===== config.mk =====
export PLATFORM = sky130hd
export DESIGN_NAME = bios_loader
export DESIGN_NICKNAME = d
export VERILOG_FILES = /design/src/rtl/bios_loader.sv
export SDC_FILE = /design/constraint.sdc
export NUM_CORES = 1
export LEC_CHECK = 0
export BUFFER_PORTS_ARGS = -buffer_cell sky130_fd_sc_hd__buf_4
export CORE_MARGIN = 2
export CORE_UTILIZATION = 51
export CTS_CLUSTER_DIAMETER = 120
export DETAILED_ROUTE_END_ITERATION = 6
export GPL_ROUTABILITY_DRIVEN = 1
export PLACE_DENSITY = 0.76
export SLEW_MARGIN = 20
export SYNTH_ARGS = -nofsm -noshare
export SYNTH_HDL_FRONTEND = slang
export SYNTH_SLANG_ARGS = --single-unit

===== constraint.sdc =====
create_clock -name CLK -period 2.8 [get_ports CLK]
set_input_delay 0.56 -clock CLK [delete_from_list [all_inputs] [get_ports CLK]]
set_output_delay 0.56 -clock CLK [all_outputs]
set_load 0.01 [all_outputs]

===== src/rtl/bios_loader.sv =====
// Copies the BIOS image from flash into SD-RAM once after reset
// and again on every RELOAD pulse while idle.
module bios_loader #(
   parameter logic [23:0] SRC_ADDR = 24'h10_0000,
   parameter logic [23:0] DST_ADDR = 24'h70_0000,
   parameter logic [23:0] SIZE     = 24'h02_4000
) (
   input  logic        CLK,
   input  logic        RESET_n,
   input  logic        RELOAD,
   output logic        FLASH_REQ,
   output logic [23:0] FLASH_ADDR,
   input  logic        FLASH_ACK,
   input  logic [7:0]  FLASH_DATA,
   output logic        RAM_REQ,
   output logic [23:0] RAM_ADDR,
   output logic [7:0]  RAM_DATA,
   input  logic        RAM_ACK,
   output logic        BUSY,
   output logic        DONE
);

   typedef enum logic [1:0] {
      IDLE,
      READ,
      WRITE,
      FINISH
   } state_t;

   state_t      state, state_n;
   logic [23:0] cnt, cnt_n, cnt_inc;
   logic        armed, armed_n;
   logic        flash_req_n, ram_req_n;
   logic        busy_n, done_n;
   logic [23:0] flash_addr_n, ram_addr_n;
   logic [7:0]  ram_data_n;

   assign cnt_inc = cnt + 24'd1;

   always_ff @(posedge CLK or negedge RESET_n) begin
      if (!RESET_n) begin
         state      <= IDLE;
         cnt        <= '0;
         armed      <= 1'b1;
         FLASH_REQ  <= 1'b0;
         FLASH_ADDR <= '0;
         RAM_REQ    <= 1'b0;
         RAM_ADDR   <= '0;
         RAM_DATA   <= '0;
         BUSY       <= 1'b0;
         DONE       <= 1'b0;
      end else begin
         state      <= state_n;
         cnt        <= cnt_n;
         armed      <= armed_n;
         FLASH_REQ  <= flash_req_n;
         FLASH_ADDR <= flash_addr_n;
         RAM_REQ    <= ram_req_n;
         RAM_ADDR   <= ram_addr_n;
         RAM_DATA   <= ram_data_n;
         BUSY       <= busy_n;
         DONE       <= done_n;
      end
   end

   always_comb begin
      state_n      = state;
      cnt_n        = cnt;
      armed_n      = armed;
      flash_req_n  = FLASH_REQ;
      flash_addr_n = FLASH_ADDR;
      ram_req_n    = RAM_REQ;
      ram_addr_n   = RAM_ADDR;
      ram_data_n   = RAM_DATA;
      busy_n       = BUSY;
      done_n       = DONE;
      unique case (state)
         IDLE: begin
            // armed gives the single automatic start after reset
            if (armed || RELOAD) begin
               armed_n = 1'b0;
               cnt_n   = '0;
               done_n  = 1'b0;
               if (SIZE == 24'd0) begin
                  state_n = FINISH;
               end else begin
                  busy_n       = 1'b1;
                  flash_req_n  = 1'b1;
                  flash_addr_n = SRC_ADDR;
                  state_n      = READ;
               end
            end
         end
         READ: begin
            if (FLASH_ACK && FLASH_REQ) begin
               flash_req_n = 1'b0;
               ram_data_n  = FLASH_DATA;
               ram_req_n   = 1'b1;
               ram_addr_n  = DST_ADDR + cnt;
               state_n     = WRITE;
            end
         end
         WRITE: begin
            if (RAM_ACK && RAM_REQ) begin
               ram_req_n = 1'b0;
               cnt_n     = cnt_inc;
               if (cnt_inc == SIZE) begin
                  state_n = FINISH;
               end else begin
                  flash_req_n  = 1'b1;
                  flash_addr_n = SRC_ADDR + cnt_inc;
                  state_n      = READ;
               end
            end
         end
         FINISH: begin
            busy_n  = 1'b0;
            done_n  = 1'b1;
            state_n = IDLE;
         end
         default: state_n = IDLE;
      endcase
   end

endmodule


Word-level counts from Yosys, hierarchy flattened
Index checks and enable logic that the tools add are counted.

word-level totals
  memories kept = 0
  input bits = 13
  logic and storage cells = 60
  register bits = 87
  output and inout bits = 60
  memory bits (writable) = 0
  bits in latches = 0
  memory bits (read-only) = 0

operators by class
  $lt $le $gt $ge = 0
  multiplexer cells = 23
  reduce and logical (&&, ||, !) cells = 16
  shift-type cells = 0
  bitwise gates (word level) = 0
  equality and inequality tests = 8
  multiply operators = 0
  add/sub/neg operators = 3
  div/mod/pow operators = 0

operator list
  operator                                                            count
  24-bit 2-to-1 mux                                                   5
  24-bit case mux with 2 select lines                                 2
  21-bit by 24-bit adder with 24-bit output (first input constant)    1
  23-bit by 24-bit adder with 24-bit output (first input constant)    1
  24-bit by 1-bit adder with 24-bit output (second input constant)    1
  24-bit by 18-bit == test with 1-bit output (second input constant)  1
  3-bit AND reduction                                                 3
  2-bit 2-to-1 mux                                                    4
  2-bit inequality test (second input constant)                       4
  2-bit case mux with 4 select lines                                  1
  1-bit 2-to-1 mux                                                    7
  1-bit case mux with 2 select lines                                  3
  2-bit AND reduction                                                 3
  2-bit nonzero test                                                  3
  5-bit AND reduction                                                 1
  2-bit == test (second input constant)                               2
  4-bit AND reduction                                                 1
  1-bit case mux with 3 select lines                                  1
  3-bit nonzero test                                                  1
  2-bit by 1-bit == test with 1-bit output (second input constant)    1
  1-bit logical AND                                                   2
  2-bit logical NOT                                                   1
  1-bit logical OR                                                    1

Logic depth before layout (Yosys ltp)
  depth in word-level cells = 5
  depth in mapped cells = 12
  depth with buffers taken out = 10

Worst setup path before layout
No wires, ideal clock.

  kind = flip-flop to flip-flop
  from = register cnt[0]
  to = register FLASH_ADDR[0]
  period minus slack after synthesis = 2790 ps
  slack = 10 ps
  stages on the path, launching flop included = 12
  data required time = 2675 ps
  buffers on the path = 1
  library setup time = 125 ps
  arrival = 2665 ps
  path through = dfrtp_1 > ha_1 > buf_4 > nand3_2 > nor3_4 > nand2_1 > xnor2_1 > ha_1 > and4_1 > nand4_2 > o21ai_4 > mux2_2

between the ends
  word-level cells in the longest chain between the ends = 5
  elaborated cells on any way between the ends = 8
  classes of those cells = add/sub: 2; eq/ne: 2; mux: 3; reduce/logical: 1

ends and longest elaborated chain
  item                                        line  RTL
  start, declared                             31    logic [23:0] cnt, cnt_n, cnt_inc;
  start signal, assigned                      54    cnt <= cnt_n;
  24-bit by 1-bit adder with 24-bit output *  38    assign cnt_inc = cnt + 24'd1;
  21-bit by 24-bit adder with 24-bit output   111   flash_addr_n = SRC_ADDR + cnt_inc;
  24-bit 2-to-1 mux                           107   if (cnt_inc == SIZE) begin
  24-bit 2-to-1 mux                           104   if (RAM_ACK && RAM_REQ) begin
  24-bit case mux with 2 select lines         77    unique case (state)
  end signal, assigned                        57    FLASH_ADDR <= flash_addr_n;
  end, declared                               12    output logic [23:0] FLASH_ADDR,

Every way passes the cells marked *; elsewhere a longest branch is shown, timed or not. The select of a mux whose other input is x is not followed.
A chain may end at the register's enable or synchronous reset.

Final worst setup path
  from = register cnt[9]
  to = register FLASH_ADDR[14]

Same word-level chain as after synthesis.

==> impl_results.md <==
* I/O Pins at 73
* Post-Syn Nets at 420
* Post-Syn Area at 4300 um2
* Fmax at 364 MHz
* Crit-path max cell delay at 0.36 ns
* Ys async rst share at 100%
* GRT Total Usage at 24.2%
* Nets@finish at 514
* Cell mode on critical path: nand3_1
* Antenna diodes at 0
* Initial DRC Count at 244
* Power Dens Cells at 656 nW/um2
* Flops & latches, synth at 87
* Post-synth EDFFs at 0
* Worst Hold Slack at 0.159 ns
* Final min period at 2.75 ns
* Max Slew Vio Count at 0
* First-pass iteration count of the detailed router at 4
* Worst Path Arrival at 3.01 ns
* Final period util at 98.1%
* Initial antenna violation count at 0
* Filler cell count at 616
* Worst EP required at 3.06 ns
* Clock buffers created by TritonCTS at 9
* Crit Path Class: reg -> reg
* Slew headroom at 61.5%
* Synth Area per Inst at 10.7 um2
* Setup crit start kind: register
* H-tree Lvls at 3
* Slowest-stage cell, CP: nor4_2
* Hpwl dp at 7250 um
* Core Rows at 33
* Pleak at 2.66 nW
* Die area at 9180 um2
* Largest delay contributor family on the critical path: simple AND/OR/NAND/NOR gates
* Via/cell ratio at 5.70
* Worst slack at placement at 0.0870 ns
* Clk sinks at 87
* Setup crit end kind: register
* Mapped Cells at 401
* Gr ovfl total at 0
* Final Hold Fails at 0
* Most frequent cells in the layout: buf_4, dfrtp_1, o21ai_0
* Latest clock arrival within the worst-skew pair at 0.38 ns
* Max FO, Critical Path at 6
* Max_cap viols at 0
* Port Buffers at 72
* Avg WL per Cell at 17.5 um
* Vias at 3450
* Antenna Nets Post-Route at 0
* Initial core utilization at 52.6%
* Hold Path Class: in -> async
* CTS Buffer Depth at 2
* Worst IR Drop VDD at 385 uV
* Die Y at 95.8 um
* Largest net degree at the start of global routing at 48
* Outcome: completed
* CTS tree: done
* Synth warn at 0
* Clock root cell: clkbuf_8
* Worst Skew at 0.0166 ns
* Top FF cell, synth: dfrtp_1
* Worst path buffer plus inverter count at 1
* RD Place Congestion at 0.920
* Worst Max-Slew Pin Slew at 0.576 ns
* Sequential-to-total area share from yosys stat at 50.7%
* Worst setup margin at 0.0523 ns
* Synth cell types at 52
* Vias in the first global route at 3348
* Reg clk slew, reported paths at 0.09 ns
* Finish-stage setup viols at 0
* Hold buffer count at cts at 0
* First-pass GRT wire length at 16800 um
* Layout cells sized above 1 at 37.2%
* Commonest non-fill, non-tap cell in the layout: buf_4
* Crit path cell chain: nand3_1 -> nor4_2 -> buf_4 -> nand3_1 -> xnor2_2 -> ha_1 -> and4_1 -> nand4_2 -> o21ai_4 -> mux2_2
* Die width at 95.8 um
* Drt drc at 0
* WL final at 10600 um
* Area delta synth->final at 26.6%
* Core footprint at 8180 um2
-- registers in the layout, summed over array words and instances (netlist names) --
| register | cells |
|---|---|
| FLASH_ADDR | 24 |
| RAM_ADDR | 24 |
| cnt | 24 |
| RAM_DATA | 8 |
| state | 2 |
| BUSY | 1 |
| DONE | 1 |
| FLASH_REQ | 1 |
| RAM_REQ | 1 |
| armed | 1 |
-- per-layer routing --
| layer | vias up | part of all wire (%) | GRT usage [%] |
|---|---|---|---|
| li1 | 1621 | - | - |
| met1 | 1701 | 45 | 32.7 |
| met2 | 104 | 48 | 37.5 |
| met3 | 24 | 4.8 | 4.86 |
| met4 | 0 | 2.6 | 11.8 |
| met5 | - | 0 | 0 |
-- power by group --
part	switching [mW]	internal, mW	total [mW]
registers	0.121	1.40	1.52
logic	0.527	0.429	0.956
clock network	0.490	0.602	1.09
total	1.14	2.43	3.57
-- Yosys cell counts, types with 6 or more instances --
cell type	number	share of area, %
ha_1	6	1.7
xor2_1	10	2.0
clkbuf_1	18	1.6
dfrtp_1	86	50
mux2_2	31	8.1
o21ai_0	34	4.0
buf_2	7	0.81
xnor2_1	14	2.9
o2bb2ai_1	9	1.8
nand2_1	33	2.9
a21oi_1	7	0.81
a22o_1	12	2.4
inv_1	8	0.70
nand4_1	8	1.2
o31ai_1	7	1.2
nor2_1	27	2.4
nor3_1	8	0.93
nand3_1	14	1.6
-- cell type report --
cell class / count / area [um2] / area share (%)
Clock buffer: 9 / 124 / 2.28
Clock inverter: 7 / 124 / 2.28
Inverter: 8 / 30.0 / 0.552
Multi-Input combinational cell: 274 / 1970 / 36.2
Sequential cell: 87 / 2180 / 40.1
Tap cell: 105 / 131 / 2.41
Timing Repair Buffer: 115 / 880 / 16.2
-- through the flow --
| step | area, um2 | utilization [%] | instances | total power [mW] | setup TNS (ns) |
|---|---|---|---|---|---|
| after floorplan | 4300 | - | 401 | 2.07 | 0 |
| after CTS | 5360 | 65.6 | 601 | 3.58 | 0 |
| after global placement | 5110 | 62.5 | 585 | 2.47 | 0 |
| after detailed placement | 5110 | 62.5 | 585 | 2.50 | 0 |
| after global routing | 5440 | 66.6 | 605 | 3.75 | -0.199 |
| final | 5440 | 66.6 | 605 | 3.57 | 0 |
-- what timing repair did --
action / CTS / global route
gates resized for setup: 0 / 10
setup endpoints to repair: 0 / 26
buffers inserted: 0 / 4
hold endpoints to repair: 0 / 0
-- worst paths after layout --
path                       cells after the start           from  slack, ns              to
max                                           10         cnt[9]       0.05  FLASH_ADDR[14]
min                                            1        RESET_n       0.16  FLASH_ADDR[22]
max reg2reg                                   10         cnt[9]       0.05  FLASH_ADDR[14]
min reg2reg                                    1          armed       0.47           armed
max in group asynchronous                      2        RESET_n       1.98           armed
min in group CLK                               2  FLASH_DATA[2]       0.41     RAM_DATA[2]
-- kinds of logic after synthesis --
group,synth area share (%)
compound gates,14.1
mux,9.05
fa+ha+maj,1.75
simple gates,15.1
xor+xnor,4.89
buf+inv,4.48
flops,50.7
Note: power is estimated with default switching activity, not from simulation.
